## src/rtl/swu_read_scheduler.sv

```systemverilog
// Read-side scheduler for the sliding-window circular buffer: walks the conv loop nest,
// issues RAM read addresses and returns write credit. Build macro SWU_SCHED_PERF_EN adds stall counters.
//
// state | meaning
// RUN   | walking the loop nest, issuing reads as data arrives
// LAST  | final element issued, waiting for it to be accepted
// DONE  | frame finished, counters clear for the next frame
module swu_read_scheduler #(
  parameter int IFMChannels   = 2,
  parameter int SIMD          = 1,
  parameter int IFMWidth      = 4,
  parameter int IFMHeight     = 4,
  parameter int KERNEL_WIDTH  = 3,
  parameter int KERNEL_HEIGHT = 3,
  parameter int STRIDE        = 1,
  parameter int BUFFER_SIZE   = 24,
  localparam int EFF_CH = IFMChannels / SIMD,
  localparam int OFMW   = (IFMWidth - KERNEL_WIDTH) / STRIDE + 1,
  localparam int OFMH   = (IFMHeight - KERNEL_HEIGHT) / STRIDE + 1,
  localparam int FRAME  = IFMWidth * IFMHeight * EFF_CH,
  localparam int AW     = $clog2(BUFFER_SIZE),
  localparam int CW     = $clog2(FRAME + 1)
) (
  input  logic          clk,
  input  logic          rst,
  input  logic          wr_en,
  output logic          wr_ready,
  output logic          rd_en,
  output logic [AW-1:0] rd_addr,
  output logic          out_valid,
  input  logic          out_ready,
  output logic          frame_done
`ifdef SWU_SCHED_PERF_EN
  ,
  output logic [31:0]   stall_data_cnt,
  output logic [31:0]   stall_out_cnt
`endif
);

  localparam int CB  = (EFF_CH > 1) ? $clog2(EFF_CH) : 1;
  localparam int KWB = (KERNEL_WIDTH > 1) ? $clog2(KERNEL_WIDTH) : 1;
  localparam int KHB = (KERNEL_HEIGHT > 1) ? $clog2(KERNEL_HEIGHT) : 1;
  localparam int OXB = (OFMW > 1) ? $clog2(OFMW) : 1;
  localparam int OYB = (OFMH > 1) ? $clog2(OFMH) : 1;
  localparam int ROW_STEP = IFMWidth * EFF_CH;
  localparam int COL_STEP = STRIDE * EFF_CH;
  localparam int OY_STEP  = STRIDE * IFMWidth * EFF_CH;

  typedef enum logic [1:0] {RUN = 2'd0, LAST = 2'd1, DONE = 2'd2} state_t;

  state_t         state_q, state_d;
  logic [CB-1:0]  c_q, c_d;
  logic [KWB-1:0] kw_q, kw_d;
  logic [KHB-1:0] kh_q, kh_d;
  logic [OXB-1:0] ox_q, ox_d;
  logic [OYB-1:0] oy_q, oy_d;
  logic [CW-1:0]  idx_q, idx_d, row_idx_q, row_idx_d, base_q, base_d, oyb_q, oyb_d;
  logic [AW-1:0]  addr_q, addr_d, row_addr_q, row_addr_d, base_addr_q, base_addr_d;
  logic [AW-1:0]  oyb_addr_q, oyb_addr_d;
  logic [CW-1:0]  wr_cnt_q, wr_cnt_d;
  logic           out_valid_q, out_valid_d, frame_done_q, frame_done_d;
  logic           last_c, last_kw, last_kh, last_ox, last_oy, frame_end, data_avail;

  // Modulo add for buffer addresses; every step constant is smaller than the buffer.
  function automatic logic [AW-1:0] wrap_add(input logic [AW-1:0] a, input int k);
    logic [AW:0] s;
    s = {1'b0, a} + (AW+1)'(k);
    if (s >= (AW+1)'(BUFFER_SIZE)) s = s - (AW+1)'(BUFFER_SIZE);
    return s[AW-1:0];
  endfunction

  assign last_c     = (c_q == CB'(EFF_CH - 1));
  assign last_kw    = (kw_q == KWB'(KERNEL_WIDTH - 1));
  assign last_kh    = (kh_q == KHB'(KERNEL_HEIGHT - 1));
  assign last_ox    = (ox_q == OXB'(OFMW - 1));
  assign last_oy    = (oy_q == OYB'(OFMH - 1));
  assign frame_end  = last_c && last_kw && last_kh && last_ox && last_oy;
  assign data_avail = (idx_q < wr_cnt_q);

  assign wr_ready   = (32'(wr_cnt_q - base_q) < BUFFER_SIZE) && (32'(wr_cnt_q) < FRAME);
  assign rd_en      = (state_q == RUN) && data_avail && (!out_valid_q || out_ready);
  assign rd_addr    = addr_q;
  assign out_valid  = out_valid_q;
  assign frame_done = frame_done_q;

  always_comb begin
    state_d      = state_q;
    c_d          = c_q;
    kw_d         = kw_q;
    kh_d         = kh_q;
    ox_d         = ox_q;
    oy_d         = oy_q;
    idx_d        = idx_q;
    row_idx_d    = row_idx_q;
    base_d       = base_q;
    oyb_d        = oyb_q;
    addr_d       = addr_q;
    row_addr_d   = row_addr_q;
    base_addr_d  = base_addr_q;
    oyb_addr_d   = oyb_addr_q;
    wr_cnt_d     = wr_cnt_q;
    frame_done_d = 1'b0;
    out_valid_d  = rd_en ? 1'b1 : (out_ready ? 1'b0 : out_valid_q);
    if (wr_en && wr_ready) wr_cnt_d = wr_cnt_q + CW'(1);
    case (state_q)
      RUN: begin
        if (rd_en) begin
          if (frame_end) begin
            state_d = LAST;
          end else if (!last_c || !last_kw) begin
            // Next channel or next kernel column: both are the next element in memory.
            c_d    = last_c ? '0 : c_q + CB'(1);
            kw_d   = last_c ? kw_q + KWB'(1) : kw_q;
            idx_d  = idx_q + CW'(1);
            addr_d = wrap_add(addr_q, 1);
          end else if (!last_kh) begin
            c_d        = '0;
            kw_d       = '0;
            kh_d       = kh_q + KHB'(1);
            row_idx_d  = row_idx_q + CW'(ROW_STEP);
            row_addr_d = wrap_add(row_addr_q, ROW_STEP);
            idx_d      = row_idx_d;
            addr_d     = row_addr_d;
          end else begin
            c_d  = '0;
            kw_d = '0;
            kh_d = '0;
            if (!last_ox) begin
              ox_d        = ox_q + OXB'(1);
              base_d      = base_q + CW'(COL_STEP);
              base_addr_d = wrap_add(base_addr_q, COL_STEP);
            end else begin
              ox_d        = '0;
              oy_d        = oy_q + OYB'(1);
              oyb_d       = oyb_q + CW'(OY_STEP);
              oyb_addr_d  = wrap_add(oyb_addr_q, OY_STEP);
              base_d      = oyb_d;
              base_addr_d = oyb_addr_d;
            end
            idx_d      = base_d;
            row_idx_d  = base_d;
            addr_d     = base_addr_d;
            row_addr_d = base_addr_d;
          end
        end
      end
      LAST: begin
        if (out_valid_q && out_ready) begin
          state_d      = DONE;
          frame_done_d = 1'b1;
        end
      end
      DONE: begin
        state_d     = RUN;
        c_d         = '0;
        kw_d        = '0;
        kh_d        = '0;
        ox_d        = '0;
        oy_d        = '0;
        idx_d       = '0;
        row_idx_d   = '0;
        base_d      = '0;
        oyb_d       = '0;
        addr_d      = '0;
        row_addr_d  = '0;
        base_addr_d = '0;
        oyb_addr_d  = '0;
        wr_cnt_d    = '0;
      end
      default: state_d = RUN;
    endcase
  end

  always_ff @(posedge clk) begin
    if (rst) begin
      state_q      <= RUN;
      c_q          <= '0;
      kw_q         <= '0;
      kh_q         <= '0;
      ox_q         <= '0;
      oy_q         <= '0;
      idx_q        <= '0;
      row_idx_q    <= '0;
      base_q       <= '0;
      oyb_q        <= '0;
      addr_q       <= '0;
      row_addr_q   <= '0;
      base_addr_q  <= '0;
      oyb_addr_q   <= '0;
      wr_cnt_q     <= '0;
      out_valid_q  <= 1'b0;
      frame_done_q <= 1'b0;
    end else begin
      state_q      <= state_d;
      c_q          <= c_d;
      kw_q         <= kw_d;
      kh_q         <= kh_d;
      ox_q         <= ox_d;
      oy_q         <= oy_d;
      idx_q        <= idx_d;
      row_idx_q    <= row_idx_d;
      base_q       <= base_d;
      oyb_q        <= oyb_d;
      addr_q       <= addr_d;
      row_addr_q   <= row_addr_d;
      base_addr_q  <= base_addr_d;
      oyb_addr_q   <= oyb_addr_d;
      wr_cnt_q     <= wr_cnt_d;
      out_valid_q  <= out_valid_d;
      frame_done_q <= frame_done_d;
    end
  end

`ifdef SWU_SCHED_PERF_EN
  always_ff @(posedge clk) begin
    if (rst) begin
      stall_data_cnt <= '0;
      stall_out_cnt  <= '0;
    end else begin
      if ((state_q == RUN) && !data_avail && (stall_data_cnt != '1))
        stall_data_cnt <= stall_data_cnt + 32'd1;
      if (out_valid_q && !out_ready && (stall_out_cnt != '1))
        stall_out_cnt <= stall_out_cnt + 32'd1;
    end
  end
`endif

endmodule

```

## config.mk

```make
export PLATFORM = sky130hd
export DESIGN_NAME = swu_read_scheduler
export DESIGN_NICKNAME = d
export VERILOG_FILES = /design/src/rtl/swu_read_scheduler.sv
export SDC_FILE = /design/constraint.sdc
export NUM_CORES = 1
export LEC_CHECK = 0
export CAP_MARGIN = 5
export CORE_MARGIN = 1
export CORE_UTILIZATION = 60
export CTS_CLUSTER_SIZE = 25
export DETAILED_ROUTE_END_ITERATION = 7
export PLACE_DENSITY = 0.84
export SLEW_MARGIN = 20
export SYNTH_ARGS = -nofsm -noshare
export SYNTH_HDL_FRONTEND = slang
export SYNTH_SLANG_ARGS = --single-unit
```

## constraint.sdc

```tcl
create_clock -name clk -period 3.05 [get_ports clk]
set_input_delay 0.305 -clock clk [delete_from_list [all_inputs] [get_ports clk]]
set_output_delay 0.305 -clock clk [all_outputs]
set_load 0.005 [all_outputs]
```

Word-level counts from Yosys, hierarchy flattened

Cells that the tools add are included.

Logic and storage cells: 161
Output and inout bits: 9
Flip-flop bits (word level): 61

Multiplexer cells: 80
Reductions and logical operators: 25
Equal/unequal tests: 12
$add $sub $neg: 19
Bitwise gates (word level): 1
Magnitude comparators: 7

Operators with widths:

| cell                | count |
|---|---|
| $mux 5              | 21 |
| $mux 6              | 17 |
| $pmux 6 s2          | 4 |
| $pmux 5 s2          | 4 |
| $lt 32x5->1 const B | 1 |
| $ge 6x5->1 const B  | 4 |
| $mux 2              | 11 |
| $sub 5x5->5 const B | 4 |
| $mux 1              | 17 |
| $ne 2x2->1 const B  | 7 |
| $add 5x4->6 const B | 2 |
| $add 6x1->6 const B | 2 |
| $add 6x4->6 const B | 2 |
| $pmux 2 s2          | 3 |
| $logic_and 1x1->1   | 9 |
| $reduce_and 4->1    | 2 |
| $sub 6x6->7         | 1 |
| $add 5x1->6 const B | 1 |
| $add 5x2->6 const B | 1 |
| $add 6x2->6 const B | 1 |
| $eq 2x2->1 const B  | 3 |
| $lt 6x6->1          | 1 |
| $lt 6x6->1 const B  | 1 |
| $pmux 1 s2          | 3 |
| other kinds (13)    | 22 |

Logic depth before layout (Yosys ltp)

Gate-level depths: netlist (run 1).

Depth after elaboration: 9
Depth in mapped cells: 9
Gate-level depth less buffers: 8

Least setup slack after synthesis (run 1)

Ideal clock, no wire load.

Kind: register to register
From: register wr_cnt_q[2]
To: register kh_q[1]
Path slack: 0.734 ns
Library setup time: 0.070 ns
Stages on the path, launching flop included: 9
Path buffers: 0
Arrival: 2.246 ns
Path through: dfxtp_1 inv_1 ha_1 a21o_1 a31oi_4 o21ai_2 o41a_1 or4b_1 a21oi_1

Cells in the longest elaborated chain, start to end: 5

RTL lines:

| element                         | RTL line | RTL |
|---|---|---|
| start, declared                 | 60       | `logic [CW-1:0] wr_cnt_q, wr_cnt_d;` |
| start signal, assigned          | 208      | `wr_cnt_q <= wr_cnt_d;` |
| $lt 6x6->1                      | 78       | `assign data_avail = (idx_q < wr_cnt_q);` |
| $logic_and 1x1->1 (2 in series) | 81       | `assign rd_en = (state_q == RUN) && data_avail && (!out_valid_q \|\| out_ready);` |
| $ne 2x2->1 (no line)            | n/a      |  |
| $reduce_and 4->1 (no line)      | n/a      |  |
| end signal, assigned            | 197      | `kh_q <= kh_d;` |
| end, declared                   | 54       | `logic [KHB-1:0] kh_q, kh_d;` |

Every way passes these cells.
A chain may end at the register's enable or synchronous reset.

Worst setup path after layout (run 1)

From: register base_q[1]
To: output port wr_ready

Cells in the longest elaborated chain, start to end: 3

RTL lines:

| element                | RTL line | RTL |
|---|---|---|
| start, declared        | 57       | `logic [CW-1:0] idx_q, idx_d, row_idx_q, row_idx_d, base_q, base_d, oyb_q, oyb_d;` |
| start signal, assigned | 202      | `base_q <= base_d;` |
| $sub 6x6->7            | 80       | `assign wr_ready = (32'(wr_cnt_q - base_q) < BUFFER_SIZE) && (32'(wr_cnt_q) < FRAME);` |
| $lt 32x5->1            | 80       |  |
| $logic_and 1x1->1      | 80       |  |
| end, declared          | 27       | `output logic wr_ready,` |

Every way passes these cells.

==> flow_summary.yaml, run 1 <==
job:
  maxCapViolCount: 0
die:
  initial_core_util_pct: 62.9
  fp.dieH_um: 75.4
  ios: 13
  die_area_um2: 5680
  fp.coreArea_um2: 5140
  rows: 26
  dieWidth_um: 75.4
setup_path:
  slowest_delay_ns: 0.44
  critPathSlowestCell: "dfxtp_1"
  worst-path-max-fanout: 6
  path_class: "reg2out"
  cp-start-kind: "flip-flop"
  cp_num_buf_inv: 2
  crit_chain: "inv_1 -> ha_1 -> nand2_1 -> o21a_1 -> o21ai_1 -> mux2_2 -> and2_1 -> clkdlybuf4s50_1"
  end_kind: "primary output"
  arrival_ns: 2.58
  cp_top_family: "buffers and inverters"
  worstPathRequired_ns: 2.74
pwr:
  p_leak_nw: 1.32
  power_density_nw_per_um2: 453
  ir_drop_v: 0.000382
  p_total_w: 0.00161
drt:
  firstDrtPassIters: 5
  wl_met2_mm: 3.66
  viasPerCell: 6.22
  highest_layer: "met4"
  wl_met3_um: 456
  postRouteAntennaNets: 0
  finalWirelength_mm: 7.83
  wl_per_cell_um: 16.2
  drc: 0
  wl_met1_mm: 3.45
  vias: 3005
  first_iter_violations: 252
final_layout:
  layout-drive-gt1-share_pct: 7.02
  post-route-util_pct: 69.4
  fin_nets: 438
  final_area_um2: 3560
  diodes: 0
  area_growth_pct: 10.3
  fillers: 427
place:
  io_buffer_count: 12
  place.gp.congestion: 0.861
  dp_hpwl_mm: 5.75
  place_area_um2: 3470
  dp_slack_ns: 0.411
synthesis:
  ys_async_sr_fraction_pct: 0
  ys_ff_latch: 55
  ys.warnings.count: 0
  syn_nets: 423
  netlist_top_cells_area: "dfxtp_1 34%, ha_1 8.5%, a21oi_1 6.5%"
  syn_area_per_cell_um2: 8.14
  ys_types: 57
  yosysTopAreaCellShare_pct: 34.1
  syn_inst: 397
  synth_top_area_cell: "dfxtp_1"
  syn-cell-area_um2: 3230
  synth-main-ff-cell: "dfxtp_1"
  synth_edf_count: 0
  synth_seq_area_share_pct: 34.1
sta:
  setup_ws_ns: 0.166
  skew_ns: 0.00691
  slew-limit-headroom_pct: 51.4
  finalCritPeriodShare_pct: 94.6
  drv_slew: 0
  rsz0062_at_grt: "no"
  hold_viol_final: 0
  fmax_mhz: 347
  worst_pin_slew_ns: 0.724
  tns_ns: 0
  finalSetupViolCount: 0
  fin_crit_ns: 2.88
worst_hold_path:
  hp-class: "reg2reg"
global_routing:
  first_global_vias: 2746
  grt_usage_pct: 30.6
  grt-ovfl-total: 0
  antenna_found_initial: 0
  grt_max_degree: 31
  grt_pass1_wl_mm: 13.1
cts:
  cts_buffers: 5
  cts.clk_slew.worst_paths_ns: 0.10
  clockBufferDepth: 2
  clock-root-buffer: "clkbuf_8"
  cts_tree: "yes"
  htree_levels: 2
  clock_latency_ns: 0.31
  clock-sinks: 55
status:
  run_status: "completed"
final timing paths:
| path | start | endpoint | slack [ns] | cells after the start |
|---|---|---|---|---|
| setup / recovery | base_q[1] | wr_ready | 0.17 | 8 |
| hold / removal | row_idx_q[0] | row_idx_q[0] | 0.47 | 2 |
| setup reg to reg | wr_cnt_q[2] | kh_q[1] | 0.36 | 8 |
| hold reg to reg | row_idx_q[0] | row_idx_q[0] | 0.47 | 2 |
power by group:
part | internal (W) | switching (W)
logic | 0.000194 | 0.000219
registers | 0.000753 | 0.0000430
clock network | 0.000160 | 0.000244
worst min-delay path: cells and delay by family, from the launching register on:
kind	cells	cell delay (ns)
flip-flops	1	0.32
AND/OR/NAND/NOR	1	0.06
AO/OA/AOI/OAI	1	0.05
cell type report:
class | count | area [um2] | share of cell area (%)
clock buffer | 5 | 68.8 | 1.93
clock inverter | 3 | 20.0 | 0.562
inverter | 19 | 71.3 | 2.00
multi-input combinational | 306 | 2000 | 56.1
sequential | 55 | 1100 | 30.9
tap | 70 | 87.6 | 2.46
timing repair buffer | 25 | 218 | 6.11
registers in the layout (all words and copies together) (netlist names):
register,count
oyb_addr_q,2
wr_cnt_q,6
idx_q,6
oyb_q,3
kh_q,2
base_q,6
kw_q,2
last_oy,1
out_valid,1
last_ox,1
row_idx_q,6
row_addr_q,5
frame_done,1
state_q,2
base_addr_q,5
c_q,1
rd_addr,5
cell usage after synthesis (3+ instances only):
cell type  count
a2111oi_0      4
a21o_1         4
a21oi_1       42
a22o_1         4
a32oi_1        4
and2_1         4
clkbuf_1      14
dfxtp_1       55
ha_1          22
inv_1         19
mux2i_1       10
nand2_1       49
nand2b_1      13
nand3_1       12
nand3b_1       8
nor2_1        25
nor2b_1        8
nor3_1         7
nor4_1         4
o2111ai_1      3
o21ai_0       16
o2bb2ai_1      3
o31a_1         3
o31ai_1        5
or3_1         11
or4_1          3
xnor2_1        5
xor2_1         5
cells by family (layout without fill, tap and decap cells):
kind of cell | Yosys count | count (layout) | share of synthesized area [%]
AND/OR/NAND/NOR | 153 | 153 | 24.1
adder cells (fa/ha/maj) | 22 | 22 | 8.52
flip-flops | 55 | 55 | 34.1
buffers and inverters | 36 | 52 | 4.26
multiplexers | 11 | 11 | 3.45
XOR/XNOR | 10 | 10 | 2.71
AO/OA/AOI/OAI | 110 | 110 | 22.9
timing repair:
action / 4_1_cts / 5_1_grt
hold buffers: 0 / 0
endpoints found under the setup margin: 0 / 1
buffers inserted: 0 / 0
resized for setup: 0 / 1
placed cells by master (no fill, tap or decap), drive strengths merged, types with 11 or more instances in the layout:
cell and count:
a21oi 43, buf 13, clkdlybuf4s50 12, dfxtp 55
ha 22, inv 19, nand2 49, nand2b 14
nand3 12, nor2 25, o21ai 18, or3 11
per-layer routing:
layer,GRT usage [%],up-vias
met5,0,-
met4,10.7,0
met3,5.69,23
met2,50.2,119
met1,40.5,1398
li1,-,1465
stage by stage:
step	cells	hold slack, ns
after floorplan	397	0.421
after global placement	475	0.439
after detailed placement	475	0.436
after CTS	483	0.469
after global routing	483	0.505
final	483	0.471
Power figures use the tool's default switching activity.
==> run 2: changes to the inputs <==
clock period = 3.23 ns   (was 3.05 ns; I/O delays follow)
==> flow_summary.yaml, run 2 (synthesis gave the netlist of run 1 again) <==
sta:
  rsz0062_at_grt: "no"
  drv_slew: 0
  holdWs_ns: 0.468
  fmax_mhz: 346
  worst_pin_slew_ns: 0.670
  skew_ns: 0.0133
  finalCritPeriodShare_pct: 89.6
  tns_ns: 0
  finalSetupViolCount: 0
  slew-limit-headroom_pct: 55.2
  hold_viol_final: 0
  fin_crit_ns: 2.89
final_layout:
  multi_input_area_um2: 1990
  post-route-util_pct: 69.4
  final_common_cell: "dfxtp_1"
  regArea_um2: 1100
  area_growth_pct: 10.4
  fin_nets: 436
  mostFrequentLayoutCells: "55 x dfxtp_1, 49 x nand2_1, 42 x a21oi_1, 25 x nor2_1, 22 x ha_1"
  fillers: 422
  layout-drive-gt1-share_pct: 6.33
  diodes: 0
cts:
  post_cts_resized: 0
  cts_buffers: 5
  cts.clk_slew.worst_paths_ns: 0.10
  cts_tree: "yes"
  clock-sinks: 55
  htree_levels: 2
  clock-root-buffer: "clkbuf_8"
  clockBufferDepth: 2
  clock_latency_ns: 0.31
  cts-hold-fix-buffers: 0
  postCtsSetupRepairBufs: 0
global_routing:
  first_global_vias: 2637
  grt_pass1_wl_mm: 12.4
  antenna_found_initial: 0
  grt-ovfl-total: 0
  grt_max_degree: 33
  grt_usage_pct: 28.9
setup_path:
  reg2regPathDepth: 8
  cp_num_buf_inv: 2
  r2r_end: "kh_q[1]"
  end_kind: "primary output"
  cp-start-kind: "flip-flop"
  critPathSlowestCell: "dfxtp_1"
  cp_top_family: "buffers and inverters"
  rrSetupSlack_ns: 0.60
  path_class: "reg2out"
  slowest_delay_ns: 0.44
  arrival_ns: 2.57
  crit_chain: "inv_1 -> ha_1 -> nand2_1 -> o21a_1 -> o21ai_1 -> mux2_2 -> and2_1 -> clkdlybuf4s50_1"
  crit-reg2reg-launch: "wr_cnt_q[2]"
  worstPathRequired_ns: 2.91
  worst-path-max-fanout: 6
drt:
  finalWirelength_mm: 7.68
  first_iter_violations: 295
  firstDrtPassIters: 5
  viasPerCell: 6.15
  wl_per_cell_um: 16.0
  postRouteAntennaNets: 0
  drc: 0
  vias: 2959
die:
  fp.dieH_um: 75.4
  dieWidth_um: 75.4
  initial_core_util_pct: 62.9
  die_area_um2: 5680
  fp.coreArea_um2: 5140
  ios: 13
  rows: 26
place:
  place.gp.congestion: 0.878
  io_buffer_count: 12
  dp_hpwl_mm: 5.70
status:
  run_status: "completed"
worst_hold_path:
  hold_end: "row_idx_q[4]"
  min_from: "row_idx_q[4]"
  hp-class: "reg2reg"
  holdPathStages: 2
pwr:
  p_leak_nw: 1.33
  ir_drop_v: 0.000545
  power_density_nw_per_um2: 446
job:
  maxCapViolCount: 0
## run 2: how the worst max path moves through the flow
stage	startpoint	endpoint	slack, ns	cells after the start
finish	base_q[1]	wr_ready	0.34	8
CTS	base_q[1]	wr_ready	0.34	8
floorplan	wr_cnt_q[2]	kh_q[1]	0.91	8
global placement	wr_cnt_q[2]	kh_q[1]	0.66	8
global route	base_q[1]	wr_ready	0.15	8
detailed placement	wr_cnt_q[2]	kh_q[1]	0.60	8
## run 2: area by class of cell
cell class                 instances  area share (%)
clock buffer                       5            1.93
clock inverter                     3            1.23
inverter                          19            2.00
multi-input combinational        306            55.8
sequential                        55            30.9
tap                               70            2.46
timing repair buffer              23            5.68
## run 2: worst reg2reg max path: cells and delay by family (launching register included)
| family | cells | cell delay [ns] |
|---|---|---|
| AND/OR/NAND/NOR | 1 | 0.56 |
| flip-flops | 1 | 0.40 |
| adder cells (fa/ha/maj) | 1 | 0.32 |
| AO/OA/AOI/OAI | 5 | 1.23 |
| buffers and inverters | 1 | 0.08 |
## run 2: power breakdown
group          switching, W  internal, W
logic              0.000200     0.000171
clock network      0.000234     0.000231
registers         0.0000415     0.000711
## run 2: per-stage QoR
step                      setup slack [ns]  std cells  total power (W)  cell area [um2]
after floorplan                      0.914        397          0.00101             3230
after global placement               0.661        473          0.00112             3450
after detailed placement             0.603        473          0.00113             3450
after CTS                            0.337        481          0.00159             3570
after global routing                 0.153        481          0.00166             3570
final                                0.336        481          0.00159             3570
## run 2: metal layers
metal  up-vias  GRT usage, %  share of wire (%)
li1       1470             -                  -
met1      1362          38.1                 45
met2       105          46.9                 47
met3        22          5.16                5.1
met4         0          12.1                2.9
met5         -             0                  0
==> run 3: changes to the inputs <==
CORE_MARGIN = 2   (was 1)
clock period = 3 ns   (was 3.23 ns; I/O delays follow)
==> flow_summary.yaml, run 3 (synthesis gave the netlist of run 1 again) <==
drt:
  wl_per_cell_um: 17.0
  drc: 0
  first_iter_violations: 272
  viasPerCell: 6.39
  finalWirelength_mm: 8.15
  firstDrtPassIters: 6
  postRouteAntennaNets: 0
  vias: 3073
sta:
  rsz0062_at_grt: "no"
  slew-limit-headroom_pct: 38.8
  hold_viol_final: 0
  fmax_mhz: 352
  fin_crit_ns: 2.84
  tns_ns: 0
  finalCritPeriodShare_pct: 94.7
  worst_pin_slew_ns: 0.910
  finalSetupViolCount: 0
  skew_ns: 0.00789
  holdWs_ns: 0.472
  drv_slew: 0
final_layout:
  final_common_cell: "dfxtp_1"
  mostFrequentLayoutCells: "54 x dfxtp_1, 49 x nand2_1, 42 x a21oi_1, 25 x nor2_1, 22 x ha_1"
  layout-drive-gt1-share_pct: 6.81
  fin_nets: 436
  final_area_um2: 3560
  fillers: 429
  final-instance-count-excl-fill: 481
  area_growth_pct: 10.2
  diodes: 0
cts:
  cts_buffers: 5
  htree_levels: 2
  cts.clk_slew.worst_paths_ns: 0.10
  cts_tree: "yes"
  clock_latency_ns: 0.32
  postCtsSetupRepairBufs: 0
  clockBufferDepth: 2
  clock-root-buffer: "clkbuf_8"
  clock-sinks: 55
  cts-hold-fix-buffers: 0
setup_path:
  worstPathRequired_ns: 2.70
  crit_chain: "inv_1 -> ha_1 -> nand2_1 -> o21a_1 -> o21ai_2 -> mux2_2 -> and2_1 -> clkdlybuf4s50_1"
  slowest_delay_ns: 0.45
  cp-start-kind: "flip-flop"
  arrival_ns: 2.54
  worst-path-max-fanout: 4
  end_kind: "primary output"
  critPathSlowestCell: "clkdlybuf4s50_1"
  path_class: "reg2out"
place:
  place_area_um2: 3450
  place.gp.congestion: 0.862
  dp.cells: 473
  dp_hpwl_mm: 5.91
  io_buffer_count: 12
die:
  die_area_um2: 5990
  fp.dieH_um: 77.4
  initial_core_util_pct: 62.9
  rows: 26
  dieWidth_um: 77.4
  ios: 13
  fp.coreArea_um2: 5140
global_routing:
  grt_pass1_wl_mm: 13.8
  grt-ovfl-total: 0
  grt_usage_pct: 28.6
  grt_max_degree: 25
  antenna_found_initial: 0
  first_global_vias: 2844
pwr:
  power_density_nw_per_um2: 469
  p_total_w: 0.00167
  p_leak_nw: 1.32
  ir_drop_v: 0.000409
worst_hold_path:
  hp-class: "reg2reg"
job:
  maxCapViolCount: 0
status:
  run_status: "completed"
run 3: changes by cell type in the layout (fill, tap and decap cells not counted), sizes merged:
cell / previous run / this run
clkinv: 2 / 1
clkbuf: 5 / 7
bufinv: 1 / 0
run 3: path summary, 6_finish.rpt:
check | from | end | slack [ns] | cells after the start
max reg2reg | wr_cnt_q[2] | kh_q[1] | 0.31 | 8
min reg2reg | row_idx_q[0] | row_idx_q[0] | 0.47 | 2
max | base_q[2] | wr_ready | 0.16 | 8
min | row_idx_q[0] | row_idx_q[0] | 0.47 | 2
run 3: worst max-delay path, delay by kind of cell (launching register included):
family	cells	cell delay (ns)
DFF	1	0.41
muxes	1	0.38
AOI/OAI and AO/OA	2	0.38
buffers and inverters	2	0.52
and+or+nand+nor	2	0.22
adders and majority gates	1	0.30
run 3: stage by stage:
stage | util, % | setup slack (ns)
2_1_floorplan | - | 0.684
3_3_place_gp | 67.2 | 0.450
3_5_place_dp | 67.2 | 0.365
4_1_cts | 69.1 | 0.0913
5_1_grt | 69.3 | 0.0142
6_report | 69.3 | 0.158
run 3: what timing repair did:
action / CTS / global route
gates resized for setup: 0 / 3
hold endpoints to repair: 0 / 0
endpoints found under the setup margin: 0 / 2
run 3: routing by layer:
metal | track usage (%) | routed length (um) | up-vias
met1 | 37.3 | 3440 | 1433
met2 | 47.5 | 3920 | 139
li1 | - | - | 1467
met5 | 0 | 0 | -
met4 | 9.64 | 287 | 0
met3 | 5.81 | 512 | 34
run 3: report_power, final:
| group | internal (W) | total, W | switching [W] |
|---|---|---|---|
| registers | 0.000766 | 0.000810 | 0.0000444 |
| logic | 0.000198 | 0.000421 | 0.000223 |
| clock network | 0.000190 | 0.000440 | 0.000250 |
| total | 0.00115 | 0.00167 | 0.000517 |
run 3: cell type report:
class	count	area [um2]	area share [%]
clock buffer	7	86.3	2.42
tap	70	87.6	2.46
sequential	55	1100	31.0
clock inverter	1	8.76	0.246
timing repair buffer	23	203	5.69
inverter	19	71.3	2.00
multi-input combinational	306	2000	56.2
